<file path="src/rtl/vc_fifo.sv">
// ---------------------------------------------------------------------------
// vc_fifo - multi-virtual-channel router input buffer.
//
// Holds NUM_VC independent circular queues of DEPTH flits each, kept in one
// two-dimensional storage array. Each cycle one write and one read may be
// issued, each naming its own VC. The read path is first-word-fall-through:
// odata always shows the head flit of VC rd_vc, or 0 when that VC is empty.
//
// Parameters:
//   DATAW  - flit width in bits
//   DEPTH  - flits per VC (>= 2, need not be a power of two)
//   NUM_VC - number of virtual channels (>= 1)
//   PKTLEN - flits per packet, used for ordy (1 <= PKTLEN <= DEPTH)
//   VCW    - VC select width (derived)
//   CNTW   - occupancy counter width (derived)
//
// Ports:
//   clk      - clock, all state updates on the rising edge
//   rst_     - synchronous reset, active-high; clears pointers and counts
//   idata    - write flit
//   wr_en    - write request
//   wr_vc    - target VC of the write
//   rd_en    - read request
//   rd_vc    - source VC of the read; also selects odata
//   odata    - head flit of VC rd_vc, 0 when that VC is empty
//   empty    - bit v set when VC v holds no flits
//   full     - bit v set when VC v holds DEPTH flits
//   ordy     - bit v set when VC v has room for a whole packet
//   cnt_flat - per-VC occupancy, VC v in bits [v*CNTW +: CNTW]
//   err      - (only with VC_FIFO_ERR_EN) sticky {underflow, overflow}
//
// Optional feature: define VC_FIFO_ERR_EN to add the sticky err output.
// ---------------------------------------------------------------------------
module vc_fifo #(
    parameter int  DATAW  = 32,
    parameter int  DEPTH  = 4,
    parameter int  NUM_VC = 2,
    parameter int  PKTLEN = 4,
    localparam int VCW    = (NUM_VC > 1) ? $clog2(NUM_VC) : 1,
    localparam int CNTW   = $clog2(DEPTH + 1)
) (
    input  logic                   clk,
    input  logic                   rst_,
    input  logic [DATAW-1:0]       idata,
    input  logic                   wr_en,
    input  logic [VCW-1:0]         wr_vc,
    input  logic                   rd_en,
    input  logic [VCW-1:0]         rd_vc,
    output logic [DATAW-1:0]       odata,
    output logic [NUM_VC-1:0]      empty,
    output logic [NUM_VC-1:0]      full,
    output logic [NUM_VC-1:0]      ordy,
    output logic [NUM_VC*CNTW-1:0] cnt_flat
`ifdef VC_FIFO_ERR_EN
    ,
    output logic [1:0]             err
`endif
);

    localparam int              PW       = (DEPTH > 1) ? $clog2(DEPTH) : 1;
    localparam logic [PW-1:0]   PTR_LAST = PW'(DEPTH - 1);
    localparam logic [CNTW-1:0] CNT_FULL = CNTW'(DEPTH);
    localparam logic [CNTW-1:0] CNT_PKT  = CNTW'(PKTLEN);

    // Flit storage; deliberately not reset.
    logic [DATAW-1:0] mem_q [NUM_VC][DEPTH];

    logic [PW-1:0]    wr_ptr_q [NUM_VC];
    logic [PW-1:0]    wr_ptr_d [NUM_VC];
    logic [PW-1:0]    rd_ptr_q [NUM_VC];
    logic [PW-1:0]    rd_ptr_d [NUM_VC];
    logic [CNTW-1:0]  cnt_q    [NUM_VC];
    logic [CNTW-1:0]  cnt_d    [NUM_VC];

    logic [NUM_VC-1:0] wr_hit;
    logic [NUM_VC-1:0] rd_hit;

    // Values of the VCs named by wr_vc / rd_vc. An out-of-range VC matches
    // nothing, so it looks invalid and empty and its request is dropped.
    logic              wr_vc_ok;
    logic              wr_full_sel;
    logic [PW-1:0]     wr_ptr_sel;
    logic              rd_empty_sel;
    logic [PW-1:0]     rd_ptr_sel;

    logic              rd_ok;
    logic              wr_ok;

    function automatic logic [PW-1:0] ptr_inc(input logic [PW-1:0] p);
        // Explicit wrap so DEPTH need not be a power of two.
        return (p == PTR_LAST) ? '0 : p + 1'b1;
    endfunction

    // ------------------------------------------------------------------
    // Per-VC status flags and flattened occupancy
    // ------------------------------------------------------------------
    generate
        for (genvar gi = 0; gi < NUM_VC; gi++) begin : g_vc
            assign empty[gi] = (cnt_q[gi] == '0);
            assign full[gi]  = (cnt_q[gi] == CNT_FULL);
            // cnt never exceeds DEPTH, so the subtraction cannot wrap.
            assign ordy[gi]  = ((CNT_FULL - cnt_q[gi]) >= CNT_PKT);
            assign cnt_flat[gi*CNTW +: CNTW] = cnt_q[gi];
            assign wr_hit[gi] = wr_ok & (wr_vc == VCW'(gi));
            assign rd_hit[gi] = rd_ok & (rd_vc == VCW'(gi));
        end
    endgenerate

    // ------------------------------------------------------------------
    // Select the state of the addressed VCs
    // ------------------------------------------------------------------
    always_comb begin
        wr_vc_ok     = 1'b0;
        wr_full_sel  = 1'b0;
        wr_ptr_sel   = '0;
        rd_empty_sel = 1'b1;
        rd_ptr_sel   = '0;
        for (int v = 0; v < NUM_VC; v++) begin
            if (wr_vc == VCW'(v)) begin
                wr_vc_ok    = 1'b1;
                wr_full_sel = full[v];
                wr_ptr_sel  = wr_ptr_q[v];
            end
            if (rd_vc == VCW'(v)) begin
                rd_empty_sel = empty[v];
                rd_ptr_sel   = rd_ptr_q[v];
            end
        end
    end

    assign rd_ok = rd_en & ~rd_empty_sel;
    // A full VC still accepts a write when the same cycle drains it.
    assign wr_ok = wr_en & wr_vc_ok &
                   (~wr_full_sel | (rd_ok & (rd_vc == wr_vc)));

    // Zero-latency head read; no write-to-read bypass, so a flit written
    // this cycle appears only after the edge.
    assign odata = rd_empty_sel ? '0 : mem_q[rd_vc][rd_ptr_sel];

    // ------------------------------------------------------------------
    // Next-state for pointers and counts
    // ------------------------------------------------------------------
    always_comb begin
        for (int v = 0; v < NUM_VC; v++) begin
            wr_ptr_d[v] = wr_hit[v] ? ptr_inc(wr_ptr_q[v]) : wr_ptr_q[v];
            rd_ptr_d[v] = rd_hit[v] ? ptr_inc(rd_ptr_q[v]) : rd_ptr_q[v];
            case ({wr_hit[v], rd_hit[v]})
                2'b10:   cnt_d[v] = cnt_q[v] + 1'b1;
                2'b01:   cnt_d[v] = cnt_q[v] - 1'b1;
                default: cnt_d[v] = cnt_q[v];
            endcase
        end
    end

    always_ff @(posedge clk) begin
        if (rst_) begin
            for (int v = 0; v < NUM_VC; v++) begin
                wr_ptr_q[v] <= '0;
                rd_ptr_q[v] <= '0;
                cnt_q[v]    <= '0;
            end
        end else begin
            for (int v = 0; v < NUM_VC; v++) begin
                wr_ptr_q[v] <= wr_ptr_d[v];
                rd_ptr_q[v] <= rd_ptr_d[v];
                cnt_q[v]    <= cnt_d[v];
            end
        end
    end

    // Storage write; wr_ok guarantees wr_vc is in range.
    always_ff @(posedge clk) begin
        if (!rst_ && wr_ok) begin
            mem_q[wr_vc][wr_ptr_sel] <= idata;
        end
    end

`ifdef VC_FIFO_ERR_EN
    // ------------------------------------------------------------------
    // Sticky error flags: [0] dropped write, [1] dropped read
    // ------------------------------------------------------------------
    logic [1:0] err_q;
    logic [1:0] err_d;

    always_comb begin
        err_d = err_q | {rd_en & ~rd_ok, wr_en & ~wr_ok};
    end

    always_ff @(posedge clk) begin
        if (rst_) begin
            err_q <= '0;
        end else begin
            err_q <= err_d;
        end
    end

    assign err = err_q;
`endif

endmodule

</file>
<file path="config.mk">
export PLATFORM = sky130hd
export DESIGN_NAME = vc_fifo
export DESIGN_NICKNAME = d
export VERILOG_FILES = /design/src/rtl/vc_fifo.sv
export SDC_FILE = /design/constraint.sdc
export NUM_CORES = 1
export LEC_CHECK = 0
export ABC_AREA = 1
export CAP_MARGIN = 25
export CORE_ASPECT_RATIO = 1.5
export CORE_UTILIZATION = 60
export CTS_CLUSTER_SIZE = 16
export DETAILED_ROUTE_END_ITERATION = 8
export PLACE_DENSITY = 0.91
export SYNTH_ARGS = -nofsm -noshare
export SYNTH_HDL_FRONTEND = slang
export SYNTH_SLANG_ARGS = --single-unit
</file>
<file path="constraint.sdc">
create_clock -name clk -period 6.32 [get_ports clk]
set_input_delay 1.896 -clock clk [delete_from_list [all_inputs] [get_ports clk]]
set_output_delay 1.896 -clock clk [all_outputs]
set_load 0.03 [all_outputs]
</file>
==> run_results.csv, run 1 <==
group,metric,value,unit
grt,grt_max_degree,59,
worst_setup_path,crit_fanout,43,
die,core.rowCount,60,
timing,fin_setup_tns,0,ns
placement,dp_hpwl,15000,µm
placement,place.port_buffers,81,
clocking,cts-buffers-inserted,25,
timing,timing.slew.headroom,0.478,
yosys,syn_nets,979,
clocking,numClockSinks,270,
grt,grt_pass1_vias,7534,
worst_setup_path,cp.required,4.42,ns
timing,post-route-period-util,0.946,
final_layout,drive_gt1_frac,0.0797,
die,die_w,113,µm
power,cellPowerDensity,297,mW/mm²
worst_setup_path,critPathMaxStageDelay,0.62,ns
worst_setup_path,cp_cell_sequence,"buf_4 > nand2_1 > o21ai_4 > buf_4 > buf_4 > nand3_1 > nand3_1 > a21oi_1 > clkdlybuf4s50_1",
clocking,postCtsSetupBuffers,0,
yosys,yosysWarnings,0,
placement,post-place-ws,0.397,ns
yosys,yosysSeqAreaShare,0.720,
final_layout,layout_commonest_cell,"nand2_1",
clocking,cts_max_level,1,
yosys,yosys.area.top_type,"edfxtp_1",
clocking,cts_buffer_depth,3,
timing,timing.final.crit_period,5.98,ns
final_layout,n_fill_cell,1124,
yosys,netlist_area,0.0111,mm²
route,wl_per_cell,20.5,µm
route,drt_wl_total,25500,µm
run,drv_cap,0,
timing,hold_ws,0.498,ns
clocking,cts-root-buf,"clkbuf_16",
run_status,outcome,"complete, no violations",
final_layout,finish.net_count,1061,
timing,rsz0062_at_grt,"false",
yosys,syn_avg_cell_area,11.9,µm²
clocking,cts_tree,"yes",
timing,fmax,167,MHz
yosys,synth_cells,929,
die,dieArea,0.0190,mm²
die,ios,82,
power,leakagePower,4.57,nW
timing,finalHoldViolations,0,
placement,gp_congestion,0.780,
worst_setup_path,worst-setup-path-type,"primary input to output port",
worst_setup_path,cp_slowest_cell,"clkdlybuf4s50_1",
clocking,cts_resized,0,
power,total_power,3.82,mW
yosys,synthDistinctLibCells,23,
min_path,min_path_type,"flop to flop",
route,final_antenna_net_count,0,
route,drc_errors,0,
final_layout,area.growth.synth_to_final,16.1,%
grt,antenna_found_initial,1,
die,core-area,0.0180,mm²
timing,worst_pin_slew,0.781,ns
worst_setup_path,end_kind,"output port",
timing,layout_setup_ws,0.338,ns
route,via_per_inst,6.06,
worst_setup_path,path_buf_inv,4,
worst_setup_path,cp_common_cell,"buf_4",
grt,grt_remaining_overflow,0,
route,vias,7553,
worst_setup_path,r2r_setup_slack,3.57,ns
yosys,synth_area_leaders,"edfxtp_1 69%, nand2_1 9.5%, nand3_1 8.8%, dfxtp_1 2.5%, a21oi_1 2.0%",
yosys,synth_top_area_share,0.695,
die,start_util,0.614,
timing,finalSetupViolCount,0,
yosys,ys_ff_latch,270,
route,drtIter0Drc,831,
die,die_h,168,µm
final_layout,mostFrequentLayoutCells,"281 x nand2_1, 256 x edfxtp_1, 195 x nand3_1",
worst_setup_path,start_kind,"primary input",
worst_setup_path,crit_family,"buffers and inverters",
clocking,clock_latency,0.51,ns
worst_setup_path,worstPathArrival,4.09,ns
clocking,clk_pin_slew,0.06,ns
route,dr.pass1.iters,6,
timing,drv_slew,0,
clocking,cts_hold_buffers,0,
grt,grt.total_usage,0.275,
grt,grt_pass1_wl,39600,µm
timing,skew,0.00849,ns
power,vdd_drop_max,0.295,mV
logic make-up after synthesis:
kind of cell / count (synthesis) / synth area share
adders and majority gates: 12 / 0.0149
buffers and inverters: 79 / 0.0403
DFF: 270 / 0.720
AOI/OAI and AO/OA: 56 / 0.0260
and+or+nand+nor: 512 / 0.199
synth_stat cells (all sizes together):
| cell | count |
|---|---|
| nand2 | 283 |
| edfxtp | 256 |
| nand3 | 197 |
| buf | 49 |
| a21oi | 45 |
| nor2 | 30 |
| inv | 27 |
| dfxtp | 14 |
| o21ai | 11 |
| ha | 10 |
| clkbuf | 3 |
| fa | 2 |
| nor3 | 1 |
| or2 | 1 |
report_power, final:
group / leakage, nW / internal, mW / total (mW) / switching (mW)
clock network: 0.350 / 0.729 / 1.34 / 0.610
registers: 2.43 / 2.00 / 2.01 / 0.0128
logic: 1.79 / 0.158 / 0.471 / 0.313
total: 4.57 / 2.88 / 3.82 / 0.936
metrics by stage:
stage	cells	util	instance area (µm²)
6_report	1247	0.713	12800
5_1_grt	1247	0.713	12800
4_1_cts	1246	0.713	12800
3_5_place_dp	1201	0.673	12100
3_3_place_gp	1201	0.673	12100
2_1_floorplan	929	-	11100
state kept, by name, indices dropped and copies added, names as in the netlist:
signal and flops:
mem_q 256, cnt_q 6, rd_ptr_q 4, wr_ptr_q 4
tightest hold or removal path: stages, from the launching register on:
cell     delay, ns
dfxtp_1       0.33
nand2_1       0.07
a21oi_1       0.05
worst paths after layout:
kind                                     from  depth (start not counted)                          end
hold / removal    wr_ptr_q[0][0]$_SDFFE_PP0P_                          2  wr_ptr_q[0][0]$_SDFFE_PP0P_
setup reg to reg     cnt_q[0][1]$_SDFFE_PP0P_                         12       mem_q[1][76]$_DFFE_PP_
hold reg to reg   wr_ptr_q[0][0]$_SDFFE_PP0P_                          2  wr_ptr_q[0][0]$_SDFFE_PP0P_
setup / recovery                        rd_vc                          9                    odata[23]
area by class of cell:
cell class	instances	area (µm²)	area share
tap	217	272	0.0211
sequential	270	7970	0.620
clock buffer	32	652	0.0508
clock inverter	13	68.8	0.00536
timing repair buffer	107	1060	0.0824
antenna	1	2.50	0.000195
multi-input combinational	580	2720	0.212
inverter	27	104	0.00808
routing by layer:
layer	share of wire	GRT usage
met1	0.36	0.351
met2	0.52	0.476
met3	0.088	0.0324
met4	0.035	0.123
met5	0	0
(Power assumes the default switching activity.)
==> run 2, diff against run 1 <==
--- a/config.mk
+++ b/config.mk
@@ -8,6 +8,7 @@
 export ABC_AREA = 1
 export CAP_MARGIN = 25
 export CORE_ASPECT_RATIO = 1.5
+export CORE_MARGIN = 1.5
 export CORE_UTILIZATION = 60
 export CTS_CLUSTER_SIZE = 16
 export DETAILED_ROUTE_END_ITERATION = 8
==> run 2 against run 1 <==
Effect of this change:
- core utilization is 0.16 points higher
- sequential power is essentially flat
- clock power grew 13%
- non-clock buffer count decreased by 7
- worst hold slack worse by 0.0038 ns
- largest power group unchanged
- register-to-register slack got worse by 0.07 ns
- flip-flop and latch count unchanged
- maximum frequency down 2.2%
- sequential share of layout area decreased by 0.14 points
- clock skew shrank 0.0014 ns
==> run_results.csv, run 2 (same netlist as run 1, synthesis figures left out) <==
group,metric,value,unit
min_path,hold_end,"wr_ptr_q[0][2]$_SDFFE_PP0P_",
final_layout,finish.net_count,1053,
route,wl_per_cell,20.8,µm
final_layout,top_register,"mem_q",
timing,rsz0062_at_grt,"false",
timing,finalSetupViolCount,0,
route,via_per_inst,6.21,
final_layout,layout_commonest_cell,"nand2_1",
power,vdd_drop_max,0.240,mV
run_status,outcome,"complete, no violations",
final_layout,fin_area,0.0129,mm²
final_layout,final_core_util,0.715,
clocking,cts_hold_buffers,0,
route,vias,7692,
clocking,cts_tree,"yes",
placement,gp_congestion,0.772,
placement,post-place-ws,0.313,ns
worst_setup_path,crit_fanout,34,
grt,antenna_found_initial,1,
timing,skew,0.00706,ns
grt,grt_pass1_vias,7772,
die,ios,82,
power,total_power,3.98,mW
worst_setup_path,r2r_setup_slack,3.50,ns
clocking,clock_latency,0.51,ns
die,core-area,0.0180,mm²
final_layout,mostFrequentLayoutCells,"281 x nand2_1, 256 x edfxtp_1, 195 x nand3_1",
timing,fmax,164,MHz
clocking,cts-root-buf,"clkbuf_16",
timing,hold_ws,0.495,ns
clocking,clk_pin_slew,0.06,ns
grt,grt_max_degree,130,
worst_setup_path,reg2reg_depth,12,
final_layout,reg_top3,"mem_q: 256 flops, cnt_q: 6 flops",
die,die_h,169,µm
die,die_w,114,µm
timing,fin_setup_tns,0,ns
timing,drv_slew,0,
route,drt_wl_total,25800,µm
worst_setup_path,r2r_end,"mem_q[1][111]$_DFFE_PP_",
worst_setup_path,worst-setup-path-type,"primary input to output port",
clocking,numClockSinks,270,
timing,timing.slew.headroom,0.382,
power,power_switching,0.947,mW
die,core.rowCount,60,
power,clkPwrFrac,0.378,
die,start_util,0.614,
worst_setup_path,cp.required,4.42,ns
run,drv_cap,0,
worst_setup_path,reg2reg_from,"cnt_q[0][1]$_SDFFE_PP0P_",
min_path,min_path_type,"flop to flop",
placement,dp.cells,1194,
timing,post-route-period-util,0.968,
clocking,cts-buffers-inserted,24,
clocking,postCtsSetupBuffers,0,
power,leakagePower,4.58,nW
clocking,cts_buffer_depth,3,
timing,finalHoldViolations,0,
power,cellPowerDensity,309,mW/mm²
final_layout,largest_reg_flops,256,
placement,dp_hpwl,13900,µm
power,p_sw_frac,0.238,
final_layout,finalNonFillerCells,1239,
grt,grt_remaining_overflow,0,
grt,grt_pass1_wl,39900,µm
clocking,cts_resized,0,
worst_setup_path,start_kind,"primary input",
route,drc_errors,0,
route,dr.pass1.iters,8,
die,dieArea,0.0193,mm²
final_layout,drive_gt1_frac,0.0764,
final_layout,area.growth.synth_to_final,16.3,%
timing,layout_setup_ws,0.204,ns
placement,placed_area,0.0121,mm²
placement,place.port_buffers,81,
clocking,cts_max_level,1,
worst_setup_path,end_kind,"output port",
power,seq_power_share,0.505,
min_path,worstHoldStart,"wr_ptr_q[0][2]$_SDFFE_PP0P_",
route,final_antenna_net_count,0,
worst_setup_path,worstPathArrival,4.22,ns
grt,grt.total_usage,0.271,
power,p_comb_frac,0.117,
final_layout,n_fill_cell,1055,
timing,worst_pin_slew,0.925,ns
route,drtIter0Drc,1067,
timing,timing.final.crit_period,6.12,ns
min_path,holdPathStages,2,
power,p_int,3.03,mW
==> run 2: cell types whose count changed in the layout (fill, tap and decap cells not counted), sizes merged <==
cell	delta
clkbuf	-5
clkinv	+1
clkdlybuf4s50	-1
buf	-6
bufinv	+4
clkinvlp	-1
==> run 2: critical path, stage by stage <==
cell             delay [ns]
buf_4                  0.17
nand2_1                0.13
o21ai_4                0.08
inv_2                  0.51
buf_4                  0.37
nand3_1                0.14
nand3_1                0.12
a21oi_1                0.11
clkdlybuf4s50_1        0.66
==> run 2: worst max path at each step <==
stage | to | cells past startpoint | startpoint
4_1_cts | odata[19] | 9 | rd_vc
3_3_place_gp | odata[19] | 9 | rd_vc
3_5_place_dp | odata[19] | 9 | rd_vc
2_1_floorplan | odata[0] | 7 | rd_vc
5_1_grt | odata[19] | 9 | rd_vc
6_report | odata[19] | 9 | rd_vc
==> run 2: final cells by class <==
class | count | area, µm² | share of cell area
Clock inverter | 17 | 184 | 0.0143
Timing Repair Buffer | 100 | 991 | 0.0770
Multi-Input combinational cell | 580 | 2720 | 0.211
Tap cell | 217 | 272 | 0.0211
Sequential cell | 270 | 7970 | 0.619
Clock buffer | 27 | 633 | 0.0492
Inverter | 27 | 104 | 0.00807
Antenna cell | 1 | 2.50 | 0.000194
==> run 2: per-layer routing <==
layer	vias to the layer above	GRT usage	wire length [µm]
li1	3413	-	-
met1	3661	0.329	8910
met2	528	0.461	13400
met3	90	0.0496	2510
met4	0	0.143	958
met5	-	0	0
==> run 2: power by group through the flow <==
stage | clock [mW] | sequential (mW) | combinational, mW
final | 1.51 | 2.01 | 0.466
after global routing | 1.57 | 2.01 | 0.497
after CTS | 1.51 | 2.01 | 0.462
after detailed placement | 0 | 2.05 | 0.454
after global placement | 0 | 2.04 | 0.439
after floorplan | 0 | 2.05 | 0.267
==> variant 1, RTL diff (settings of run 2) <==
The option `VC_FIFO_ERR_EN` is turned on by a define.
--- a/src/rtl/vc_fifo.sv
+++ b/src/rtl/vc_fifo.sv
@@ -33,2 +33,4 @@
 // ---------------------------------------------------------------------------
+`define VC_FIFO_ERR_EN
+
 module vc_fifo #(
Formal check against the unedited RTL (old outputs only; new: err): same outputs for any inputs over 4 cycles, from zero or initial values and one cycle with rst_ high; that may be too few to reach the edited logic, so the function may still have changed.
==> variant 1 against run 2 <==
Setup slack better by 0.18 ns. Critical path depth shrank 2. Cell area is 0.35% lower. Routed wire length is 2.2% higher. Sequential cell count is 2 higher. Synthesized area is 1.3% higher. Clock power shrank 13%. Power fell by 4.3%. Largest power group unchanged.
==> variant 1: results (changes against run 2) <==
==============================================================================
Registers with the most flip-flops                                mem_q x256, cnt_q x6
Number of flops mapped to enable cells by yosys                            256   unchanged
Number of cell instances on the worst register-to-register path             12   unchanged
Global-route wire length before repair                                 40.3 mm   +0.86%
Share of the yosys chip area belonging to registers                      0.714   -0.00575
Crit-path max FO                                                            34   unchanged
Antenna violations before repair                                             0   -1
Distinct cell type count of the synthesized netlist                         25   +8.7%
Fraction of layout instances using a drive strength above 1              0.108   +0.0316
Start of the worst register-to-register path                       cnt_q[0][4]
Number of input and output port buffers inserted                            83   +2.5%
Starting DRC count in detailed routing                                    1117   +4.7%
ANT cells                                                                    0   -1
Relative slew margins                                                    0.366   -0.0158
First-pass iteration count of the detailed router                            6   -2
Number of global-route vias before repair                                 7654   -1.5%
Total clock buffers created by CTS                                          23   -4.2%
Worst hold endpoint                                                     err[0]
Number of nets in the finished design                                     1062   +0.85%
R2R setup slack                                                        3.57 ns   +0.07 ns
Worst VDD drop                                                        0.191 mV   -20%
Routed wire length                                                     26.4 mm   +2.2%
Skew-Pair Late Insertion Delay                                         0.51 ns   about the same
Critical Path Slowest Stage Cell                                  sky130_fd_sc_hd__o21ai_4
Beginning of the worst hold path                                        err[0]
Leakage power                                                          4.61 nW   +0.85%
Post-synthesis compound-gate area fraction                              0.0272   +0.00123
Pin count of the biggest net entering global routing                       130   unchanged
Post-DP HPWL                                                           14.5 mm   +4.8%
Vias/cell                                                                 6.03   -2.9%
Total cell area at the placement stage                             12100 sq um   +0.73%
Post-Place Worst Slack                                                0.490 ns   +0.177 ns
Status                                                               completed
Commonest cells post-synth                                        sky130_fd_sc_hd__nand2_1, sky130_fd_sc_hd__edfxtp_1, sky130_fd_sc_hd__nand3_1
Final estimated routing congestion in global placement                   0.775   +0.35%
Main area contributors after synthesis                            sky130_fd_sc_hd__edfxtp_1, sky130_fd_sc_hd__nand2_1, sky130_fd_sc_hd__nand3_1, sky130_fd_sc_hd__dfxtp_1, sky130_fd_sc_hd__a21oi_1
Setup skew after layout                                              0.0144 ns   +0.00737 ns
Capture instance of the worst register-to-register path           mem_q[1][60]
Arrival time reported for the critical path endpoint                   4.04 ns   -0.18 ns
Adder and majority gate portion of the synthesized area                 0.0147   -0.000193
Post-synth net total                                                       987   +0.82%
Global-route usage over all layers                                       0.273   +0.00232
Crit path largest cell delay                                           0.77 ns   +0.11 ns
==============================================================================
variant 1: per-layer routing:
metal / up-vias / track usage / share of wire
met5: - / 0 / 0
met4: 0 / 0.130 / 0.040
met3: 91 / 0.0434 / 0.098
met2: 505 / 0.462 / 0.51
met1: 3684 / 0.345 / 0.35
li1: 3435 / - / -
variant 1: worst min-delay path, cell delays in order, from the launching register on:
cell and delay (ns):
sky130_fd_sc_hd__dfxtp_1 0.31, sky130_fd_sc_hd__inv_1 0.05, sky130_fd_sc_hd__a21oi_1 0.05
variant 1: how the worst max path moves through the flow:
stage                     slack, ns  start         to
after floorplan                1.34  rd_vc  odata[16]
after global placement         0.55  rd_vc   odata[5]
after detailed placement       0.49  rd_vc  odata[12]
after CTS                      0.44  rd_vc  odata[12]
after global routing           0.35  rd_vc   odata[6]
final                          0.39  rd_vc   odata[6]
variant 1: logic make-up after synthesis:
kind of cell / after synthesis
and+or+nand+nor: 514
adders and majority gates: 12
AOI/OAI and AO/OA: 58
DFF: 272
buffers and inverters: 81
variant 1: layout make-up:
class,instances,area [sq um]
Inverter,28,113
Clock buffer,35,651
Sequential cell,272,8010
Timing Repair Buffer,103,923
Clock inverter,6,36.3
Tap cell,252,315
Fill cell,1147,5570
Multi-Input combinational cell,584,2780
variant 1: stage by stage:
stage | instances | hold slack, ns
floorplan | 937 | 0.453
global placement | 1239 | 0.441
detailed placement | 1239 | 0.446
CTS | 1280 | 0.458
global route | 1280 | 0.478
finish | 1280 | 0.458
variant 1: power by group:
group / switching [W] / internal (W)
combinational: 0.000324 / 0.000146
clock: 0.000603 / 0.000713
sequential: 0.0000133 / 0.00201
==> variant 2, RTL diff (flow settings as in run 2) <==
Without the edit above. Put a register stage on the output `cnt_flat`, cleared by the reset. The value now appears one clock later. The other outputs are not delayed to match.
--- a/src/rtl/vc_fifo.sv
+++ b/src/rtl/vc_fifo.sv
@@ -64,2 +64,4 @@
 
+    logic [NUM_VC*CNTW-1:0] cnt_flat_d;
+
     // Flit storage; deliberately not reset.
@@ -102,3 +104,3 @@
             assign ordy[gi]  = ((CNT_FULL - cnt_q[gi]) >= CNT_PKT);
-            assign cnt_flat[gi*CNTW +: CNTW] = cnt_q[gi];
+            assign cnt_flat_d[gi*CNTW +: CNTW] = cnt_q[gi];
             assign wr_hit[gi] = wr_ok & (wr_vc == VCW'(gi));
@@ -199,2 +201,10 @@
 
+    always_ff @(posedge clk) begin
+        if (rst_) begin
+            cnt_flat <= '0;
+        end else begin
+            cnt_flat <= cnt_flat_d;
+        end
+    end
+
 endmodule
Check against the original RTL: not equivalent (a bounded check fails within 4 cycles, from zero or initial values and one cycle with rst_ high).
==> variant 2 against run 2 <==
Global-route usage fell by 0.38 points. Sequential power rose by 2%. Power fell by 4.1%. Register-to-register slack got worse by 0.07 ns. First-iteration DRC count fell by 11%. Sequential cell count rose by 6. Synthesized area rose by 1.2%. Via count rose by 0.10%. Hold slack improved by 0.0093 ns. Setup slack improved by 0.11 ns. Cell area rose by 0.40%. Utilization fell by 1.2 points. Routed wire length fell by 0.96%. Critical path type unchanged.
==> variant 2: results (changes against run 2) <==
==========================================================================
Total clock buffers created by CTS                                      23   -4.2%
Commonest cells post-synth                                    sky130_fd_sc_hd__nand2_1, sky130_fd_sc_hd__edfxtp_1, sky130_fd_sc_hd__nand3_1
Setup crit end                                                    odata[4]
Final routed wire length divided by cell count                     20.0 um   -4.1%
Start of the worst register-to-register path                   cnt_q[0][5]
Total cell area at the placement stage                         12200 sq um   +1.6%
Final-layout clock-cell area share                                  0.0512   -0.0123
Vias/cell                                                             6.02   -3.0%
Buffers, non-clock                                                     102   +2.0%
Number of fill cells                                                  1123   +6.4%
Main area contributors after synthesis                        sky130_fd_sc_hd__edfxtp_1, sky130_fd_sc_hd__nand2_1, sky130_fd_sc_hd__nand3_1, sky130_fd_sc_hd__dfxtp_1, sky130_fd_sc_hd__a21oi_1
Post-synthesis compound-gate area fraction                          0.0257   -0.000317
Peak clock frequency supported by timing                         0.166 GHz   +1.8%
Post-Place Worst Slack                                            0.353 ns   +0.0400 ns
Global-route usage over all layers                                   0.267   -0.00381
Clock Power                                                      0.00130 W   -14%
Final estimated routing congestion in global placement               0.799   +3.5%
Buffer share of cell area                                           0.0792   +0.00221
Number of multi-input combinational cells in the layout                586   +1.0%
Area of the multi-input gates                                   2730 sq um   +0.37%
ANT cells                                                                0   -1
Number of global-route vias before repair                             7590   -2.3%
Worst VDD drop                                                    0.263 mV   +9.8%
Power Combinational                                             0.000472 W   +1%
Number of clock buffer instances in the layout                          28   +3.7%
Relative slew margins                                                0.432   +0.0506
Share of the yosys chip area belonging to registers                  0.722   +0.00196
Starting DRC count in detailed routing                                 949   -11%
First-pass iteration count of the detailed router                        6   -2
Registers with the most flip-flops                            mem_q x256, cnt_flat x6, cnt_q x6
Fraction of layout instances using a drive strength above 1         0.0652   -0.0112
Combinational Power Share                                            0.124   +0.007
Antenna violations before repair                                         0   -1
Fraction of area in registers                                        0.626   +0.00684
Die Area                                                       19500 sq um   +1.2%
Setup skew after layout                                          0.0281 ns   +0.0210 ns
Number of nets in the finished design                                 1066   +1.2%
Post-DP HPWL                                                       14.3 mm   +3.2%
Capture instance of the worst register-to-register path       mem_q[0][72]
Post-synth net total                                                   992   +1.3%
Crit-path max FO                                                        64   +88%
Status                                                           completed
Leakage power                                                      4.58 nW   about the same
Vias                                                                  7700   +0.10%
Cell area after layout                                         12900 sq um   +0.40%
Number of cells after detailed placement                              1242   +4.0%
Arrival time reported for the critical path endpoint               4.11 ns   -0.11 ns
==========================================================================
[variant 2: worst register-to-register path, stage by stage (launching register included)]
cell and delay [ns]:
sky130_fd_sc_hd__dfxtp_1 0.36, sky130_fd_sc_hd__inv_1 0.09, sky130_fd_sc_hd__ha_1 0.23, sky130_fd_sc_hd__inv_1 0.06, sky130_fd_sc_hd__nand2_1 0.06, sky130_fd_sc_hd__nand2_1 0.10
sky130_fd_sc_hd__nand3_1 0.09, sky130_fd_sc_hd__nand2_2 0.13, sky130_fd_sc_hd__nand2_1 0.10, sky130_fd_sc_hd__nor2_4 0.12, sky130_fd_sc_hd__nand2_1 0.16, sky130_fd_sc_hd__nor2_4 0.68
sky130_fd_sc_hd__buf_4 0.39
[variant 2: logic make-up after synthesis]
group,Yosys count
simple gates,518
flops,276
buf+inv,80
compound gates,56
fa+ha+maj,12
[variant 2: layer usage]
layer  part of all wire  global-route usage  wire length (um)
met5                  0                   0                 0
met3              0.090              0.0356              2300
met1               0.35               0.342              9060
met4              0.034               0.105               858
met2               0.52               0.462             13400
[variant 2: how the worst min path moves through the flow]
stage	from	to	slack (ns)	depth (start not counted)
2_1_floorplan	wr_ptr_q[0][2]	wr_ptr_q[0][2]	0.45	2
5_1_grt	cnt_q[0][4]	cnt_flat[4]	0.52	2
3_5_place_dp	wr_ptr_q[0][2]	wr_ptr_q[0][2]	0.49	2
6_report	wr_ptr_q[0][0]	wr_ptr_q[0][0]	0.50	2
4_1_cts	wr_ptr_q[0][2]	wr_ptr_q[0][2]	0.50	2
3_3_place_gp	wr_ptr_q[0][2]	wr_ptr_q[0][2]	0.47	2
